[config.mk]
export PLATFORM = sky130hd
export DESIGN_NAME = fm_phase_gen
export DESIGN_NICKNAME = d
export VERILOG_FILES = /design/src/rtl/fm_phase_gen.sv
export SDC_FILE = /design/constraint.sdc
export NUM_CORES = 1
export LEC_CHECK = 0
export CAP_MARGIN = 5
export CORE_MARGIN = 2
export CORE_UTILIZATION = 32
export DETAILED_ROUTE_END_ITERATION = 12
export GPL_TIMING_DRIVEN = 1
export PLACE_DENSITY = 0.52
export SYNTH_ARGS = -nofsm -noshare
export SYNTH_HDL_FRONTEND = slang
export SYNTH_SLANG_ARGS = --single-unit
[constraint.sdc]
create_clock -name clk -period 9.85 [get_ports clk]
set_clock_uncertainty 0.2 [all_clocks]
set_input_delay 0.985 -clock clk [delete_from_list [all_inputs] [get_ports clk]]
set_output_delay 0.985 -clock clk [all_outputs]
set_load 0.02 [all_outputs]
[src/rtl/fm_phase_gen.sv]
// fm_phase_gen: per-operator 19-bit phase accumulator sweeping 64 slots per sample tick
module fm_phase_gen #(
    parameter int SLOT_BITS  = 6,
    parameter int PHASE_BITS = 19
) (
    input  logic                 clk,
    input  logic                 rst_n,
    input  logic                 sample_tick,
    output logic [SLOT_BITS-2:0] ch_sel,
    input  logic [2:0]           ch_block,
    input  logic [9:0]           ch_fnum,
    output logic [SLOT_BITS-1:0] op_sel,
    input  logic [3:0]           op_mult,
    input  logic                 op_phase_rst,
    output logic                 out_valid,
    output logic [SLOT_BITS-1:0] out_slot,
    output logic [9:0]           out_phase,
    output logic                 busy,
    output logic                 overrun
);
    localparam logic [SLOT_BITS-1:0] LAST = '1;
    localparam logic [4:0] M2 [16] = '{5'd1, 5'd2, 5'd4, 5'd6, 5'd8, 5'd10, 5'd12, 5'd14,
                                       5'd16, 5'd18, 5'd20, 5'd20, 5'd24, 5'd24, 5'd30, 5'd30};

    typedef enum logic [1:0] {CLEAR, IDLE, RUN} state_t;

    state_t                  state_q, state_d;
    logic [SLOT_BITS-1:0]    clr_q, clr_d, sel_q, sel_d;
    logic                    b_valid_q, b_valid_d, b_rst_q, b_rst_d;
    logic [SLOT_BITS-1:0]    b_slot_q, b_slot_d;
    logic [2:0]              b_block_q, b_block_d;
    logic [9:0]              b_fnum_q, b_fnum_d;
    logic [3:0]              b_mult_q, b_mult_d;
    logic                    out_valid_q, out_valid_d, busy_q, busy_d, overrun_q, overrun_d;
    logic [SLOT_BITS-1:0]    out_slot_q, out_slot_d;
    logic [9:0]              out_phase_q, out_phase_d;
    logic [PHASE_BITS-1:0]   phase_ram [2**SLOT_BITS];
    logic [21:0]             prod;
    logic [PHASE_BITS-1:0]   inc, new_phase, ram_wdata;
    logic [SLOT_BITS-1:0]    ram_addr;
    logic                    ram_we;

    assign ch_sel    = sel_q[SLOT_BITS-1:1];
    assign op_sel    = sel_q;
    assign out_valid = out_valid_q;
    assign out_slot  = out_slot_q;
    assign out_phase = out_phase_q;
    assign busy      = busy_q;
    assign overrun   = overrun_q;

    // Sweep control: CLEAR zeroes the RAM once, RUN walks slots 0..63 after a tick
    always_comb begin
        state_d = state_q;
        clr_d   = clr_q;
        sel_d   = sel_q;
        case (state_q)
            CLEAR: begin
                clr_d   = clr_q + 1'b1;
                state_d = (clr_q == LAST) ? IDLE : CLEAR;
            end
            IDLE: begin
                state_d = sample_tick ? RUN : IDLE;
                sel_d   = sample_tick ? '0 : sel_q;
            end
            RUN: begin
                state_d = (sel_q == LAST) ? IDLE : RUN;
                sel_d   = (sel_q == LAST) ? sel_q : sel_q + 1'b1;
            end
            default: state_d = CLEAR;
        endcase
    end

    // Stage B accumulate plus RAM write port shared between CLEAR and RUN
    always_comb begin
        b_valid_d   = (state_q == RUN);
        b_slot_d    = sel_q;
        b_block_d   = ch_block;
        b_fnum_d    = ch_fnum;
        b_mult_d    = op_mult;
        b_rst_d     = op_phase_rst;
        prod        = ({12'd0, b_fnum_q} << b_block_q) * {17'd0, M2[b_mult_q]};
        inc         = PHASE_BITS'(prod >> 2);
        new_phase   = b_rst_q ? '0 : phase_ram[b_slot_q] + inc;
        ram_we      = (state_q == CLEAR) || b_valid_q;
        ram_addr    = (state_q == CLEAR) ? clr_q : b_slot_q;
        ram_wdata   = (state_q == CLEAR) ? '0 : new_phase;
        out_valid_d = b_valid_q;
        out_slot_d  = b_valid_q ? b_slot_q : out_slot_q;
        out_phase_d = b_valid_q ? new_phase[PHASE_BITS-1 -: 10] : out_phase_q;
        busy_d      = (state_d == RUN) || (state_q == CLEAR) || b_valid_d;
        overrun_d   = sample_tick && (state_q != IDLE);
    end

    // Phase storage is deliberately unreset; the CLEAR sweep initialises it
    always_ff @(posedge clk) begin
        if (ram_we) phase_ram[ram_addr] <= ram_wdata;
    end

    // Control, pipeline and output registers
    always_ff @(posedge clk or negedge rst_n) begin
        if (!rst_n) begin
            state_q     <= CLEAR;
            clr_q       <= '0;
            sel_q       <= '0;
            b_valid_q   <= 1'b0;
            b_slot_q    <= '0;
            b_block_q   <= '0;
            b_fnum_q    <= '0;
            b_mult_q    <= '0;
            b_rst_q     <= 1'b0;
            out_valid_q <= 1'b0;
            out_slot_q  <= '0;
            out_phase_q <= '0;
            busy_q      <= 1'b0;
            overrun_q   <= 1'b0;
        end else begin
            state_q     <= state_d;
            clr_q       <= clr_d;
            sel_q       <= sel_d;
            b_valid_q   <= b_valid_d;
            b_slot_q    <= b_slot_d;
            b_block_q   <= b_block_d;
            b_fnum_q    <= b_fnum_d;
            b_mult_q    <= b_mult_d;
            b_rst_q     <= b_rst_d;
            out_valid_q <= out_valid_d;
            out_slot_q  <= out_slot_d;
            out_phase_q <= out_phase_d;
            busy_q      <= busy_d;
            overrun_q   <= overrun_d;
        end
    end
endmodule
### Word level (Yosys, flattened, before mapping)

Memory sizes are Yosys's and may differ from the RTL's.
Index checks and enable logic that the tools add are counted.

* $add $sub $neg: 3
* multiply operators: 1
* magnitude comparators: 1
* equal/unequal tests: 8
* shift operators: 1
* mux-type cells: 14
* bitwise logic cells: 1
* reduce and logical (&&, ||, !) cells: 7

Operator list (count)
* $mux 19: 2
* $mul 22x5->21: 1
* $shl 10x3->22: 1
* $add 19x19->19: 1
* $mux 6: 3
* $add 6x1->6 const B: 2
* $eq 6x6->1 const B: 2
* $pmux 6 s2: 1
* $mux 5: 2
* $pmux 2 s3: 1
* $ge 5x5->1 const B: 1
* $not 4->5: 1
* $eq 2x2->1 const B: 2
* $mux 2: 2
* $ne 2x2->1 const B: 2
* $logic_or 1x1->1: 3
* $mux 1: 3
* $reduce_and 3->1: 1
* $eq 2x1->1 const B: 1
* $logic_not 2->1: 1
* $ne 2x1->1 const B: 1
* $reduce_bool 2->1: 1
* $logic_and 1x1->1: 1

* register bits: 58
* RAM bits: 1216
* bits in read-only memories: 80
* input port bits: 21
* logic and storage cells: 52
* memories kept: 2

Memory list
* phase_ram: depth 64, width 19, rd ports 1, clocked after Yosys merged registers in 0, write ports 1, line 37 `logic [PHASE_BITS-1:0] phase_ram [2**SLOT_BITS];`
* (no name shown): depth 16, width 5, rd ports 1, clocked after Yosys merged registers in 0, write ports 0, line 81 `prod = ({12'd0, b_fnum_q} << b_block_q) * {17'd0, M2[b_mult_q]};`

### Logic depth before layout (Yosys ltp)

* depth after elaboration: 8
* depth in mapped cells: 30
* mapped depth without buffers: 29

### Worst setup path before layout

No wires, ideal clock.

* path kind: reg2reg
* start: register b_block_q[0]
* end: memory phase_ram[0][16] (data pin)
* setup time: 0.681 ns
* arrival time: 8.089 ns
* slack: 0.880 ns
* cell stages (with the launch flop): 26
* path buffers: 1
* path through: dfrtp_1 buf_1 mux2i_1 o21ai_0 and2_1 nand2_1 fa_1 fa_1 fa_1 inv_1 ha_1 a21oi_1 o21bai_1 a21oi_1 o21bai_1 a21oi_1 xnor2_1 ha_1 o211a_1 a211oi_1 a211oi_1 o21a_1 o21ai_0 a21oi_1 o21a_1 nor3_1

* word-level cells in the longest chain between the ends: 5

RTL lines
* start, declared: line 31 `logic [2:0] b_block_q, b_block_d;`
* start signal, assigned: line 122 `b_block_q <= b_block_d;`
* $shl 10x3->22: line 81
* $mul 22x5->21: line 81
* $add 19x19->19: line 83 `new_phase = b_rst_q ? '0 : phase_ram[b_slot_q] + inc;`
* $mux 19: line 83
* $mux 19: line 86 `ram_wdata = (state_q == CLEAR) ? '0 : new_phase;`
* net ram_wdata[16]: line 39 `logic [PHASE_BITS-1:0] inc, new_phase, ram_wdata;`
* end, declared: line 37

The timed path passes the listed nets, and every way through them passes these cells.

### Worst setup path in the final report

* start: register b_block_q[0]
* end: memory phase_ram[25][18] (data pin)

Same word-level chain as after synthesis.

==> metrics <==
Final HPWL DP ~76,000 um; Post-Syn Nets 2,639; final period utilization 87.4%; flops & latches, synth 1,274; Placeable Area 163,000 um^2; Setup TNS 0 ns; Initial Utilization roughly 32%; Crit Reg-Reg Startpoint b_block_q[0]$_DFF_PN0_; Max Cap Violations 0; DRT antenna net count 0; initial antenna violation count 5; clk slew on worst S/H paths about 0.060 ns; sequential element share of the synthesized area a little over 70%; share of layout cells above drive strength 1 between 20% and 30%; crit start category flop; RR Endpoint phase_ram[25][18]$_DFFE_PP_; clock sink count between 1,000 and 1,500; worst rel slew slack about a quarter; internal power about 13 mW; Max Freq 116 MHz; DR vias/cell between 5 and 6; global placer's final weighted congestion about 0.81; Post-CTS Resized 0; cts bufs inserted about 130; RSZ-0062 raised after global routing false; GRT Residual Overflow 0; DIE WIDTH around 400 um; Worst EP arrival approximately 8.8 ns; crit path kind flop to flop; CP Capture Type flop; H-tree levels 4; PortBufs 50; Iteration-0 DRC Markers between 2,000 and 3,000; FFs w/ async S/R, synth 4.55%; GR Util met1 between 20 and 25%; status finished clean; WL final roughly 130,000 um; Synth Flop Type edfxtp_1; CP Max Fanout between 60 and 70; CP peak stage delay 0.79 ns; clock tree from TritonCTS yes; Post-CTS Setup Bufs 0; Post-CTS Hold Fix Bufs 0; Pre-antenna DRT Iters 5; Clock Latency Late Sink between 0.7 and 0.8 ns; grt met2 use about a quarter; final setup fails 0; average cell area after synthesis slightly above 20 um^2; GRT Total Usage between 10% and 20%; Final Slew Violations 0; Mapped Cells ~2,500; most frequent cells in the layout edfxtp_1, mux4_2, clkbuf_16; r2r setup slk 1.24 ns; Chip Height approximately 410 um; Reg2Reg Depth 28; switch share between 30% and 40%; vias roughly 25,000; Net Switching 7.19 mW; Power Density between 300 and 400 nW/um^2; Yosys cell types 66; Die ar. 167,000 um^2; # IOs about 50; Layout area overhead 15.3%; Hold Vio Cnt, Final 0; worst slew pin tran approximately 1.1 ns; Gate power share a little under two fifths; clock buffer depth 3; Nets approximately 2,700; yosys warns 0; pin count of the biggest net entering global routing between 80 and 90; Min-Delay Path Class primary input to async pin; M3 GR Usage between 2 and 2.5%; Peak VDD IR 0.207 mV; commonest non-fill, non-tap cell in the layout edfxtp_1; WL/cell 27.4 um; Tmin final ~8.6 ns; number of synthesized flops with an enable pin around 1,200; sequential share of power about two fifths; GR peak layer met2; Root Driver clkbuf_16; post-synthesis instance area about 52,000 um^2; vias in the first global route roughly 26,000; clock share of power 24.4%; Hold WS ~0.17 ns; DRC Markers 0; data required time of the worst path about 10 ns; Crit-path slowest cell nand2_2; row count around 150; leakage power around 19 nW; first-pass GRT wire length just under 200,000 um
flip-flops by register name, indices dropped and copies added, names as in the netlist:
name       flops
b_block_q      3
b_fnum_q      10
b_mult_q       4
b_rst_q        1
b_slot_q       6
b_valid_q      1
busy           1
clr_q          6
op_sel         6
out_phase     10
out_slot       6
out_valid      1
overrun        1
phase_ram   1216
state_q        2
power groups by stage:
stage	sequential (mW)	clock, mW	combinational, mW
2_1_floorplan	7.82	0	4.62
3_3_place_gp	7.90	0	7.42
3_5_place_dp	7.94	0	7.58
4_1_cts	7.83	5.06	7.61
5_1_grt	7.86	5.27	8.03
6_report	7.81	4.96	7.54
worst max path at each step:
| stage | from | end | slack, ns | cells after the start |
|---|---|---|---|---|
| 2_1_floorplan | b_block_q[0]$_DFF_PN0_ | phase_ram[0][16]$_DFFE_PP_ | 0.88 | 25 |
| 3_3_place_gp | b_block_q[0]$_DFF_PN0_ | phase_ram[30][18]$_DFFE_PP_ | 1.46 | 28 |
| 3_5_place_dp | b_block_q[0]$_DFF_PN0_ | phase_ram[19][18]$_DFFE_PP_ | 1.27 | 28 |
| 4_1_cts | b_block_q[0]$_DFF_PN0_ | phase_ram[47][18]$_DFFE_PP_ | 1.26 | 28 |
| 5_1_grt | b_block_q[0]$_DFF_PN0_ | phase_ram[47][18]$_DFFE_PP_ | 0.67 | 28 |
| 6_report | b_block_q[0]$_DFF_PN0_ | phase_ram[25][18]$_DFFE_PP_ | 1.24 | 28 |
worst max-delay path, delay by kind of cell (launching register included):
kind / cells / cell delay (ns)
buffers and inverters: 2 / 0.10
AND/OR/NAND/NOR: 7 / 1.80
adder cells (fa/ha/maj): 5 / 2.12
multiplexers: 1 / 0.41
flip-flops: 1 / 0.69
XOR/XNOR: 1 / 0.17
AO/OA/AOI/OAI: 12 / 2.71
through the flow:
step / power [mW] / utilization, % / cell area, um^2 / std cells / setup WS (ns)
after global placement: 15.3 / 34.5 / 56100 / 4670 / 1.46
after CTS: 20.5 / 37.1 / 60400 / 4915 / 1.26
after floorplan: 12.4 / - / 52500 / 2524 / 0.880
final: 20.3 / 37.2 / 60500 / 4920 / 1.24
after global routing: 21.2 / 37.1 / 60500 / 4917 / 0.674
after detailed placement: 15.5 / 34.5 / 56100 / 4670 / 1.27
cell usage after synthesis (all sizes together) (5+ instances only):
cell	count	area (um^2)
a31oi	9	56.3
fa	45	901
nor3	16	80.1
xor2	10	87.6
o21ai	23	115
mux4	393	8870
nor2b	38	238
inv	94	353
nand2b	28	175
buf	64	384
o21a	7	52.6
o22ai	9	56.3
and3	17	106
a211oi	5	50.1
nor2	120	450
xnor2	26	228
nand3	18	90.1
o21bai	5	37.5
mux2	9	101
and2	16	100
mux2i	16	160
nand2	70	263
clkbuf	57	214
edfxtp	1216	36500
a21oi	39	195
dfrtp	58	1450
a21o	13	98.9
ha	49	613
final cells by class:
class / count / area (um^2)
Antenna cell: 3 / 7.51
Clock inverter: 72 / 733
Sequential cell: 1274 / 38000
Tap cell: 2175 / 2720
Timing Repair Buffer: 94 / 941
Multi-Input combinational cell: 1034 / 14200
Clock buffer: 173 / 3570
Inverter: 95 / 359
Fill cell: 14600 / 102000
cell families (layout without fill, tap and decap cells):
logic type,count (synthesis),after routing,share of synthesized area (%)
DFF,1274,1274,72.4
muxes,418,418,17.4
and+or+nand+nor,346,346,3.17
buffers and inverters,216,434,1.82
AOI/OAI and AO/OA,139,139,1.74
adders and majority gates,94,94,2.89
xor gates and xnor gates,36,36,0.601
other,1,4,0.00715
layer usage:
layer / wire, um / vias up
li1: - / 10500
met1: 58700 / 13800
met2: 65700 / 837
met3: 7660 / 163
met4: 2750 / 0
met5: 0 / -
No activity file was read; power rests on OpenSTA's default activity.
==> variant: new RTL, same settings <==
Encoding of `state_t`: now one-hot (3 bits for 3 states).
--- a/src/rtl/fm_phase_gen.sv
+++ b/src/rtl/fm_phase_gen.sv
@@ -24,3 +24,3 @@
 
-    typedef enum logic [1:0] {CLEAR, IDLE, RUN} state_t;
+    typedef enum logic [2:0] {CLEAR = 3'b001, IDLE = 3'b010, RUN = 3'b100} state_t;
 
Behaviour: same outputs for any inputs over 4 cycles, from zero or initial values and one cycle with rst_n low; so few cycles prove little.
==> variant against the original RTL <==
- sequential cell count increased by 1
- worst setup slack improved by 0.68 ns
- wire length increased by 1.6%
- die area decreased by 0.22%
- cell area increased by 0.15%
- synthesized area decreased by 0.23%
- synthesized cell count decreased by 0.75%
- critical endpoint is now phase_ram[9][18]$_DFFE_PP_
Power is not compared: it rests on default switching activity, and its combinational part moved more than twofold at a synthesized area within 25%.
==> variant: results (changes against the original RTL) <==
| Quantity | Reported | Change |
|:---|:---|:---|
| Data arrival time of the critical path | 8.13 ns | -0.68 ns |
| Worst Hold Margin | 0.1545 ns | -0.01153 ns |
| Slowest stage delay, CP | 0.69 ns | -0.10 ns |
| Netlist cell types | 64 | -3.0% |
| Run status | completed |  |
| Flop2flop setup slack | 1.93 ns | +0.68 ns |
| Xor-xnor portion of the synthesized cell area | 0.006693 | +0.0006830 |
| First-pass GRT wire length | 195,100 µm | +0.96% |
| Register area share after synthesis | 0.7258 | +0.002145 |
| Top cell types by occurrence after synthesis | edfxtp_1 (1,216), mux4_2 (393), nor2_1 (121), inv_1 (87), clkbuf_1 (74) |  |
| Relative slew slack | 0.2733 | +0.02653 |
| Syn Nets | 2,620 | -0.72% |
| Number of filler cells placed in the layout | 14,768 | +1.0% |
| Multiplexer share of the synthesized area | 0.1750 | +0.001064 |
| Detail-routed net length per standard cell | 27.96 µm | +2.0% |
| Clock transition at the registers of the reported paths | 0.06 ns | about the same |
| Antenna violations before repair | 12 | +7 |
| Biggest area contributors in the synthesized netlist | edfxtp_1 (70%), mux4_2 (17%), dfrtp_1 (2.8%) |  |
| Ratio of cells with drive above 1 in the final layout | 0.2740 | +0.01218 |
| TritonRoute pass-1 iters | 6 | +1 |
| Vias in the first global route | 26,093 | -1.0% |
| Synthesized-area fraction occupied by adder cells | 0.02892 | +0.00006553 |
| Weighted congestion reported at the end of routability-driven placement | 0.8443 | +4.7% |
| Drt via density | 5.144 | about the same |
| Mean post-synth cell area | 20.90 µm² | +0.53% |
| Detailed-placement wirelength estimate | 78,030 µm | +2.4% |
| Wire length reported by the detailed router | 137,100 µm | +1.6% |
| Overall Global Routing Usage | 0.1640 | +0.002041 |
| Placed inst area | 56,030 µm² | -0.16% |
| Maximum number of pins on one net before global-route repair | 93 | +6.9% |
| Number of placed instances, taps included | 4,646 | -0.51% |
| Cell type of the slowest stage on the worst timing path | dfrtp_1 |  |
| Number of buffers created by CTS | 136 | +1.5% |
variant: cell types whose count changed after synthesis, sizes merged, moves of 3 or more:
cell    unedited run  this run
mux2               9        14
nor3              16        10
nand2             70        64
nand3b             3         8
a22oi              1         4
a311oi             3         0
and3              17        13
a21oi             39        34
o21ai             23        28
inv               94        88
clkbuf            57        74
buf               64        48
nand2b            28        22
variant: metrics by stage:
step                      utilization  worst slack [ns]
final                          0.3725             1.925
after global routing           0.3725             1.394
after CTS                      0.3721             1.605
after detailed placement       0.3446             1.659
after global placement         0.3446             1.886
after floorplan                     -            0.6738
variant: cell type report:
class	instances	area (µm²)	area share
Sequential cell	1275	38010	0.6276
Multi-Input combinational cell	1020	14110	0.2330
Clock buffer	169	3601	0.05945
Tap cell	2175	2721	0.04493
Timing Repair Buffer	91	918.4	0.01516
Clock inverter	83	873.3	0.01442
Inverter	88	330.3	0.005454
Antenna cell	1	2.502	0.00004132
variant: kinds of logic (layout without fill, tap and decap cells):
group | count (synthesis) | in the layout
other | 1 | 2
XOR/XNOR | 40 | 40
flip-flops | 1275 | 1275
AND/OR/NAND/NOR | 330 | 330
multiplexers | 422 | 422
adder cells (fa/ha/maj) | 94 | 94
buffers and inverters | 210 | 431
AO/OA/AOI/OAI | 133 | 133
variant: path summary, 6_finish.rpt:
check | start | endpoint | cells after the start
max reg2reg | b_block_q[0]$_DFF_PN0_ | phase_ram[9][18]$_DFFE_PP_ | 25
min reg2reg | out_slot[3]$_DFFE_PN0P_ | out_slot[3]$_DFFE_PN0P_ | 1
min in group clk | out_slot[3]$_DFFE_PN0P_ | out_slot[3]$_DFFE_PN0P_ | 1
max in group asynchronous | rst_n | b_slot_q[0]$_DFF_PN0_ | 1
min | rst_n | b_fnum_q[1]$_DFF_PN0_ | 1
max | b_block_q[0]$_DFF_PN0_ | phase_ram[9][18]$_DFFE_PP_ | 25
variant: power groups by stage:
stage               clock network (W)  logic (W)  registers [W]
finish                        0.00512    0.00288        0.00660
global route                  0.00544    0.00308        0.00663
CTS                           0.00523    0.00292        0.00660
detailed placement                  0    0.00291        0.00671
global placement                    0    0.00287        0.00669
floorplan                           0    0.00174        0.00664
variant: routing by layer:
metal,vias to the layer above,global-route usage,wire [µm]
met3,158,0.02620,8241
met4,2,0.04364,2680
li1,10462,-,-
met5,-,0,13
met1,13771,0.2307,59740
met2,823,0.2648,66400
